==> src/rtl/debounce_pkg.sv <==
// Shared constants for the debounce_sync block: FSM state encodings and default parameters.
package debounce_pkg;

  localparam int unsigned SYNC_STAGES_DEF   = 2;
  localparam int unsigned STABLE_CYCLES_DEF = 1000;
  localparam int unsigned CNT_W_DEF         = 16;

  localparam logic [1:0] StIdleLo  = 2'd0;
  localparam logic [1:0] StCheckHi = 2'd1;
  localparam logic [1:0] StIdleHi  = 2'd2;
  localparam logic [1:0] StCheckLo = 2'd3;

  function automatic logic is_check(input logic [1:0] st);
    return (st == StCheckHi) || (st == StCheckLo);
  endfunction

endpackage

==> src/rtl/sync_chain.sv <==
// Multi-flop synchronizer for a single asynchronous level; q is the last stage.
module sync_chain
  import debounce_pkg::*;
#(
  parameter int unsigned STAGES = SYNC_STAGES_DEF
) (
  input  logic clk,
  input  logic rst,
  input  logic d,
  output logic q
);

  logic [STAGES-1:0] r_sync;

  always_ff @(posedge clk or posedge rst) begin
    if (rst) begin
      r_sync <= '0;
    end else begin
      r_sync <= {r_sync[STAGES-2:0], d};
    end
  end

  assign q = r_sync[STAGES-1];

endmodule

==> src/rtl/debounce_sync.sv <==
// Synchronizes and debounces a raw level; optional rise/fall pulses when
// DEBOUNCE_SYNC_PULSE_EN is defined, otherwise rise and fall are tied low.
module debounce_sync
  import debounce_pkg::*;
#(
  parameter int unsigned SYNC_STAGES   = SYNC_STAGES_DEF,
  parameter int unsigned STABLE_CYCLES = STABLE_CYCLES_DEF,
  parameter int unsigned CNT_W         = CNT_W_DEF
) (
  input  logic clk,
  input  logic rst,
  input  logic in,
  output logic out,
  output logic rise,
  output logic fall,
  output logic busy
);

  localparam logic [CNT_W-1:0] CntLast = CNT_W'(STABLE_CYCLES - 1);

  logic             w_s;
  logic [1:0]       r_state;
  logic [1:0]       w_state_d;
  logic [CNT_W-1:0] r_cnt;
  logic [CNT_W-1:0] w_cnt_d;
  logic             r_out;
  logic             w_out_d;
  logic             w_cnt_done;

  sync_chain #(
    .STAGES(SYNC_STAGES)
  ) u_sync_chain (
    .clk(clk),
    .rst(rst),
    .d  (in),
    .q  (w_s)
  );

  assign w_cnt_done = (r_cnt == CntLast);

  // Counter restarts at 1 on entry to a CHECK state so the accepting edge is the
  // STABLE_CYCLES-th consecutive synchronized sample of the new level.
  always_comb begin
    w_state_d = r_state;
    w_cnt_d   = r_cnt;
    w_out_d   = r_out;
    case (r_state)
      StIdleLo: begin
        if (w_s) begin
          w_state_d = StCheckHi;
          w_cnt_d   = CNT_W'(1);
        end else begin
          w_cnt_d = '0;
        end
      end
      StCheckHi: begin
        if (!w_s) begin
          w_state_d = StIdleLo;
          w_cnt_d   = '0;
        end else if (w_cnt_done) begin
          w_state_d = StIdleHi;
          w_cnt_d   = '0;
          w_out_d   = 1'b1;
        end else begin
          w_cnt_d = r_cnt + CNT_W'(1);
        end
      end
      StIdleHi: begin
        if (!w_s) begin
          w_state_d = StCheckLo;
          w_cnt_d   = CNT_W'(1);
        end else begin
          w_cnt_d = '0;
        end
      end
      StCheckLo: begin
        if (w_s) begin
          w_state_d = StIdleHi;
          w_cnt_d   = '0;
        end else if (w_cnt_done) begin
          w_state_d = StIdleLo;
          w_cnt_d   = '0;
          w_out_d   = 1'b0;
        end else begin
          w_cnt_d = r_cnt + CNT_W'(1);
        end
      end
      default: begin
        w_state_d = StIdleLo;
        w_cnt_d   = '0;
      end
    endcase
  end

  always_ff @(posedge clk or posedge rst) begin
    if (rst) begin
      r_state <= StIdleLo;
      r_cnt   <= '0;
      r_out   <= 1'b0;
    end else begin
      r_state <= w_state_d;
      r_cnt   <= w_cnt_d;
      r_out   <= w_out_d;
    end
  end

  assign out  = r_out;
  assign busy = is_check(r_state);

`ifdef DEBOUNCE_SYNC_PULSE_EN
  logic w_rise_d;
  logic w_fall_d;
  logic r_rise;
  logic r_fall;

  assign w_rise_d = (r_state == StCheckHi) && w_s && w_cnt_done;
  assign w_fall_d = (r_state == StCheckLo) && !w_s && w_cnt_done;

  always_ff @(posedge clk or posedge rst) begin
    if (rst) begin
      r_rise <= 1'b0;
      r_fall <= 1'b0;
    end else begin
      r_rise <= w_rise_d;
      r_fall <= w_fall_d;
    end
  end

  assign rise = r_rise;
  assign fall = r_fall;
`else
  assign rise = 1'b0;
  assign fall = 1'b0;
`endif

endmodule

==> config.mk <==
export PLATFORM = sky130hd
export DESIGN_NAME = debounce_sync
export DESIGN_NICKNAME = d
export VERILOG_FILES = /design/src/rtl/debounce_pkg.sv /design/src/rtl/sync_chain.sv /design/src/rtl/debounce_sync.sv
export SDC_FILE = /design/constraint.sdc
export NUM_CORES = 1
export LEC_CHECK = 0
export CORE_MARGIN = 2
export CORE_UTILIZATION = 50
export DETAILED_ROUTE_END_ITERATION = 8
export MAX_ROUTING_LAYER = met4
export PLACE_DENSITY = 0.79
export SLEW_MARGIN = 40
export SYNTH_ARGS = -nofsm -noshare
export SYNTH_HDL_FRONTEND = slang
export SYNTH_HIERARCHICAL = 1
export SYNTH_SLANG_ARGS = --single-unit
==> constraint.sdc <==
create_clock -name clk -period 5.5 [get_ports clk]
set_input_delay 0.825 -clock clk [delete_from_list [all_inputs] [get_ports clk]]
set_output_delay 0.825 -clock clk [all_outputs]
set_load 0.03 [all_outputs]
# Yosys cells after proc, flatten, opt, wreduce, memory -nomap -nowiden
# Index checks and enable logic that the tools add are counted.
classes:
  addsub: 1
  n_eq_ne: 12
  mux: 18
  reduce_logical: 5
ops:
  columns: ["op", "n"]
  rows:
  - ["$pmux W16 S4", 1]
  - ["$mux W16", 3]
  - ["$add A16 B1 Y16 const B", 1]
  - ["$eq A16 B10 Y1 const B", 1]
  - ["$mux W2", 6]
  - ["$ne A2 B2 Y1 const B", 4]
  - ["$pmux W2 S4", 1]
  - ["$mux W1", 6]
  - ["$reduce_and A5 Y1", 1]
  - ["$eq A2 B2 Y1 const B", 2]
  - ["$ne A2 B1 Y1 const B", 2]
  - ["$reduce_and A4 Y1", 1]
  - ["$ne A3 B2 Y1 const B", 1]
  - ["$ne A3 B3 Y1 const B", 1]
  - ["$eq A2 B1 Y1 const B", 1]
  - ["$logic_not A2 Y1", 1]
  - ["$pmux W1 S2", 1]
  - ["$reduce_bool A2 Y1", 1]
  - ["$logic_or A1 B1 Y1", 1]
totals:
  register_bits: 21
  in_bits: 3
  word_cells: 40

# Logic depth before layout (Yosys ltp)
# Gate-level depths: netlist (run 1).
logic_depth:
  ltp_word: 4
  mapped_depth: 7

# By module
# Netlist (run 1), hierarchy kept.
modules_own_cells:
  columns: ["mod", "n_inst", "cells_per_inst", "area_each_um2"]
  rows:
  - ["debounce_sync", 1, 103, 1001.0]
  - ["sync_chain", 1, 3, 53.8]

# Worst setup path before layout (run 1)
# OpenSTA, ideal clock, no wires.
synth_timing:
  kind: "register -> register"
  startpoint: "reg r_cnt[0]"
  endpoint: "reg r_out, in the netlist out"
  setup_time_ps: 129
  t_arrival_ps: 1820
  required_ps: 5371
  setup_slack_ps: 3550
  path_stages_with_launch: 6
  n_path_buf: 0
  period_less_slack_ps: 1950
  cell_sequence: "dfrtp_1 ha_1 or4b_1 or4_1 o21ai_0 nand3_1"
synth_between:
  elab_chain_cells: 3
synth_rtl:
  columns: ["item", "line", "rtl"]
  rows:
  - ["start: declaration", "debounce_sync.sv:24", "logic [CNT_W-1:0] r_cnt;"]
  - ["start signal: assignment", "debounce_sync.sv:102", "r_cnt <= w_cnt_d;"]
  - ["$eq A16 B10 Y1 (*)", "debounce_sync.sv:39", "assign w_cnt_done = (r_cnt == CntLast);"]
  - ["$ne A2 B2 Y1 (no source line)", null, null]
  - ["$reduce_and A5 Y1 (no source line) (*)", null, null]
  - ["end signal: assignment", "debounce_sync.sv:103", "r_out <= w_out_d;"]
  - ["end: declaration", "debounce_sync.sv:26", "logic r_out;"]
# Mark *: on every way between the ends. The rest lies on a longest branch, timed or not.
# A chain may end at the register's enable or synchronous reset.

# Worst setup path in the final report (run 1)
layout_timing:
  startpoint: "reg r_state[0]"
  endpoint: "out busy"
layout_between:
  elab_chain_cells: 2
layout_rtl:
  columns: ["item", "line", "rtl"]
  rows:
  - ["start: declaration", "debounce_sync.sv:22", "logic [1:0] r_state;"]
  - ["start signal: assignment", "debounce_sync.sv:97", "r_state <= StIdleLo;"]
  - ["start signal: assignment", "debounce_sync.sv:101", "r_state <= w_state_d;"]
  - ["$eq A2 B1 Y1 / $eq A2 B2 Y1 (equally long branches)", "debounce_pkg.sv:14", "return (st == StCheckHi) || (st == StCheckLo);"]
  - ["$logic_or A1 B1 Y1 (*)", "debounce_pkg.sv:14", null]
  - ["end: declaration", "debounce_sync.sv:16", "output logic busy"]
# Marks and branches as above.

==> out/results.tsv, run 1 <==
metric	value	unit
CTS tree	done	
WS Path Type	reg -> out	
Hold Fails Final Rpt	0	
commonest non-fill, non-tap cell in the layout	dfrtp_1	
Routability Congestion	0.8130	
die outline area	2493	µm²
Post-CTS Setup Repair Bufs	0	
syn avg cell area	9.951	µm²
DR vias/cell	5.190	
later-pin clock latency in the skew report	290	ps
critical path arrival	1440	ps
DR DRC count	0	
Die X	49.93	µm
Post-Syn Instances	106	
# H-tree levels	1	
root buf cell	clkbuf_4	
outcome	finished clean	
Synth cell types	28	
Layout Skew	5.831	ps
pin count of the biggest net entering global routing	20	
Worst-Margin Slew	668.5	ps
post-synthesis cell area	1055	µm²
cts hold-fix bufs	0	
R2R depth	5	
Initial Util	0.5322	
die height	49.93	µm
CTS resizes	0	
slowest CP cell	clkdlybuf4s50_1	
Final TNS setup	0	ps
CTS Sinks	21	
DR vias	711	
final total power	242.7	µW
worst hold slack	366.3	ps
Synth area leader	dfrtp_1	
Max VDD drop	0.1551	mV
post-route ant nets	0	
register area share after synthesis	0.4982	
Area growth syn-to-layout	5.694	%
crit path cell chain	clkdlybuf4s50_1	
cell area power density	217.7	nW/µm²
cell family with most CP delay	buffers and inverters	
max-slew violation count	0	
total core area	1982	µm²
Startpoint Class	flop	
Overflow after GRT	0	
FP Rows	16	
crit path max fanout	6	
post-synthesis register bit count	21	
Reg2Reg Setup Slack	3230	ps
worst hold path stage count	0	
CP Data Required Time	4680	ps
DP Area	1087	µm²
crit path time final	2269	ps
Port-buffer cells	4	
GRT Total Usage	0.1625	
Buf/Inv on CP	1	
Critical Path End Type	primary output	
Clock Tree Buf Depth	2	
most frequent cells in the layout	dfrtp_1, nor2_1, xnor2_1	
max-cap viol count	0	
Initial DRC Count	7	
initial antenna violation count	0	
CTS buffer count	3	
CTS clk-pin slew, worst paths	110	ps
Leak	0.0004410	µW
critical path depth	1	
DP Wirelength	1261	µm
IO Pins	7	
Highest Clock Rate	440.7	MHz
vias in the first global route	707	
first-pass GRT wire length	3022	µm
Max-slew headroom	0.5538	
RSZ-0062 raised after global routing	no	
ranking of synthesized cells by area	dfrtp_1, xnor2_1, nor2_1	
fraction of layout cells with a size suffix above 1	0.06364	
Layout Nets	115	
final setup fails	0	
final wirelength	1670	µm
Synth Warn #	6	
# diodes	0	
fin crit share	0.4125	
min-delay worst type	reg -> reg	
slowest cell delay on critical path	700	ps
final instance area	1115	µm²
share of the synthesized area in the top cell type	0.4982	
router iterations before antenna repair	4	
routed len/inst	12.19	µm
-- layout make-up --
cell class | count | area, µm²
clock buffer | 3 | 22.52
clock inverter | 1 | 5.005
fill | 177 | 867.1
inverter | 6 | 22.52
multi-input combinational | 75 | 465.4
sequential | 21 | 525.5
tap | 27 | 33.78
timing repair buffer | 4 | 40.04
-- cells by family after synthesis --
kind of cell               Yosys count  synth area share
and+or+nand+nor                     50            0.2693
DFF                                 21            0.4982
xor gates and xnor gates            13            0.1079
adders and majority gates            1           0.01186
other                                1          0.003555
AOI/OAI and AO/OA                    9           0.04507
buffers and inverters               11           0.06404
-- worst paths after layout --
path                                             start                     end
worst min register to register  u_sync_chain/r_sync[0]  u_sync_chain/r_sync[1]
max in group asynchronous                          rst                r_cnt[1]
worst max register to register                r_cnt[0]               r_cnt[11]
worst max-delay path                        r_state[0]                    busy
min in group asynchronous                          rst  u_sync_chain/r_sync[1]
worst min-delay path            u_sync_chain/r_sync[0]  u_sync_chain/r_sync[1]
-- cells in the mapped netlist --
| master | n |
|---|---|
| dfrtp_1 | 21 |
| nor2_1 | 17 |
| xnor2_1 | 11 |
| nand2_1 | 7 |
| nand3_1 | 7 |
| inv_1 | 6 |
| o21ai_0 | 5 |
| a21oi_1 | 3 |
| nor4_1 | 3 |
| or3_1 | 3 |
| buf_4 | 2 |
| nand4_1 | 2 |
| nor3_1 | 2 |
| or4_1 | 2 |
| xor2_1 | 2 |
| and4_1 | 1 |
| buf_6 | 1 |
| buf_8 | 1 |
| clkbuf_1 | 1 |
| conb_1 | 1 |
| ha_1 | 1 |
| nand3_2 | 1 |
| nor4_4 | 1 |
| nor4b_1 | 1 |
| o21a_1 | 1 |
| or4b_1 | 1 |
| or4b_4 | 1 |
| or4bb_1 | 1 |
-- registers in the layout (all words and copies together) (netlist names), named ones only --
signal / count
r_state: 1
out: 1
r_cnt: 16
u_sync_chain/r_sync: 2
-- report_power, final --
part           switching, µW  internal (µW)
clock                   43.9           27.0
sequential              2.12            156
combinational           9.20           4.01
total                   55.3            187
-- through the flow --
step,utilization,worst slack [ps],cells
after CTS,0.5625,3220,137
after global routing,0.5625,3060,137
after floorplan,-,3550,107
final,0.5625,3231,137
after detailed placement,0.5486,3252,133
after global placement,0.5486,3348,133
-- per-layer routing --
metal	GRT usage	wire length, µm	up-vias
li1	-	-	366
met1	0.2134	879	340
met2	0.2622	757	3
met3	0.01818	20	2
met4	0.05556	13	0
met5	-	0	-
(Power assumes the default switching activity.)
==> inputs of run 2 (changes only) <==
--- a/config.mk
+++ b/config.mk
@@ -9,7 +9,7 @@
 export CORE_UTILIZATION = 50
 export DETAILED_ROUTE_END_ITERATION = 8
 export MAX_ROUTING_LAYER = met4
-export PLACE_DENSITY = 0.79
+export PLACE_DENSITY = 0.82
 export SLEW_MARGIN = 40
 export SYNTH_ARGS = -nofsm -noshare
 export SYNTH_HDL_FRONTEND = slang
==> constraint.sdc (replaced) <==
create_clock -name clk -period 1.85 [get_ports clk]
set_input_delay 0.2775 -clock clk [delete_from_list [all_inputs] [get_ports clk]]
set_output_delay 0.2775 -clock clk [all_outputs]
set_load 0.03 [all_outputs]
==> run 2 against run 1 <==
The run now ends with setup timing left. Combinational power grew to 5.6 times the previous value. First-iteration DRC count up 43%. Design area up 22%. Sequential power rose to 3.0 times the previous value. Worst setup slack worse by 3300 ps. Count of clock-buffer cells in the layout increased by 1. Core utilization grew 13 points. Wire length up 37%.
==> out/results.tsv, run 2 (synthesis results as in run 1) <==
metric	value	unit	change
later-pin clock latency in the skew report	300	ps	about the same
min-delay worst type	in -> async		
Buf/Inv on CP	0		-1
max-slew violation count	0		unchanged
final core occ	0.6875		+0.1250
Top reg by flops	r_cnt		
NetSw	189.1	µW	+240%
Layout Nets	132		+15%
outcome	complete, but fails checks		
routed len/inst	14.91	µm	+22%
Clk pwr share	0.292		about the same
DP Area	1219	µm²	+12%
router iterations before antenna repair	4		unchanged
Final TNS setup	-640.9	ps	-640.9 ps
R2R depth	5		unchanged
Worst-Margin Slew	493.4	ps	-175.1 ps
vias in the first global route	838		+19%
final total power	768.5	µW	+220%
Leak	0.0005407	µW	+23%
Logic pwr share	0.096		+0.042
Pint	579.3	µW	+210%
max FFs per register	16		unchanged
Storage cell area	525.5	µm²	unchanged
slowest CP cell	or4_4		
total core area	1982	µm²	unchanged
Sequential Power Share	0.613		-0.040
DR DRC count	0		unchanged
Routability Congestion	0.7739		-4.8%
final setup fails	18		+18
Overflow after GRT	0		unchanged
GRT Total Usage	0.2052		+0.04275
# diodes	0		unchanged
crit path time final	1922	ps	
crit path cell chain	ha_2 > or4b_4 > or4_4 > o21ai_2 > nand3_1		
Max-slew headroom	0.6664		+0.1126
CTS Sinks	21		unchanged
# H-tree levels	1		unchanged
Port-buffer cells	4		unchanged
DR vias	847		+19%
Highest Clock Rate	520.4	MHz	
fin crit share	1.039		
final instance area	1363	µm²	+22%
pin count of the biggest net entering global routing	20		unchanged
failing checks	setup timing		
die outline area	2493	µm²	unchanged
max-cap viol count	0		unchanged
initial antenna violation count	0		unchanged
commonest non-fill, non-tap cell in the layout	dfrtp_1		
dpl ws	-52.47	ps	-3304 ps
slowest cell delay on critical path	570	ps	-130 ps
first-pass GRT wire length	3760	µm	+24%
Die X	49.93	µm	unchanged
critical path depth	5		+4
die height	49.93	µm	unchanged
Largest regs	r_cnt x16, u_sync_chain/r_sync x2		
area of the multi-input gates	556.8	µm²	+20%
cell area power density	564.0	nW/µm²	+160%
crit path max fanout	2		-4
Area growth syn-to-layout	29.18	%	
CP Data Required Time	2040	ps	-2640 ps
fillers	126		-29%
WS Path Type	reg -> reg		
critical path arrival	2110	ps	+670 ps
RSZ-0062 raised after global routing	yes		
Hold Fails Final Rpt	0		unchanged
CTS buffer count	3		unchanged
Startpoint Class	flop		
root buf cell	clkbuf_4		
Initial DRC Count	10		+3
fraction of layout cells with a size suffix above 1	0.3071		+0.2435
post-route ant nets	0		unchanged
most frequent cells in the layout	dfrtp_1, buf_4, xnor2_1		
final wirelength	2296	µm	+37%
CTS clk-pin slew, worst paths	120	ps	about the same
final worst setup slack	-71.67	ps	-3303 ps
cell family with most CP delay	simple AND/OR/NAND/NOR gates		
Layout Skew	10.79	ps	+4.961 ps
Clock Tree Buf Depth	2		unchanged
CTS tree	done		
IO Pins	7		unchanged
cts hold-fix bufs	0		unchanged
DR vias/cell	5.500		+6.0%
Sw Share	0.2461		+0.01844
FP Rows	16		unchanged
Max VDD drop	0.6444	mV	+320%
Critical Path End Type	flop		
DP Wirelength	1571	µm	+25%
Initial Util	0.5322		unchanged
-- run 2: cell types whose count changed in the layout (fill, tap and decap cells not counted), moves of 2 or more --
cell | before | now
buf_4 | 0 | 15
nor2_4 | 0 | 7
o21ai_2 | 0 | 2
o21ai_0 | 5 | 3
nor2_1 | 17 | 8
nor2_2 | 0 | 2
-- run 2: final cells by class --
class	count	share of cell area
Multi-Input combinational cell	75	0.4086
Clock buffer	4	0.01928
Inverter	6	0.01653
Sequential cell	21	0.3857
Tap cell	27	0.02479
Timing Repair Buffer	21	0.1451
-- run 2: power groups by stage --
stage	Clock, µW	Combinational [µW]	Sequential (µW)
2_1_floorplan	0	39.0	479
3_3_place_gp	0	53.5	478
3_5_place_dp	0	55.4	480
4_1_cts	222	57.1	471
5_1_grt	234	79.0	472
6_report	224	73.6	471
-- run 2: path summary, 6_finish.rpt --
path	from	end	slack (ps)
max	r_cnt[0]	out	-70
min	rst	u_sync_chain/r_sync[1]	130
max reg2reg	r_cnt[0]	out	-70
min reg2reg	u_sync_chain/r_sync[0]	u_sync_chain/r_sync[1]	380
max in group asynchronous	rst	out	1340
min in group clk	u_sync_chain/r_sync[0]	u_sync_chain/r_sync[1]	380
-- run 2: per-layer routing --
| layer | routed length, µm | track usage |
|---|---|---|
| met2 | 1194 | 0.3444 |
| met5 | 0 | - |
| met3 | 62 | 0.01818 |
| met1 | 1009 | 0.2614 |
| met4 | 29 | 0.06944 |
-- run 2: through the flow --
stage	instances	hold slack, ps
4_1_cts	153	135.3
2_1_floorplan	107	18.68
3_3_place_gp	148	334.1
3_5_place_dp	148	371.5
6_report	154	131.6
5_1_grt	154	165.4
-- run 2: timing repair --
action	4_1_cts	5_1_grt
hold endpoints to repair	0	0
setup endpoints to repair	3	18
cloned	0	1
gates resized for setup	1	21
setup buffers	1	0
pin swaps	2	13
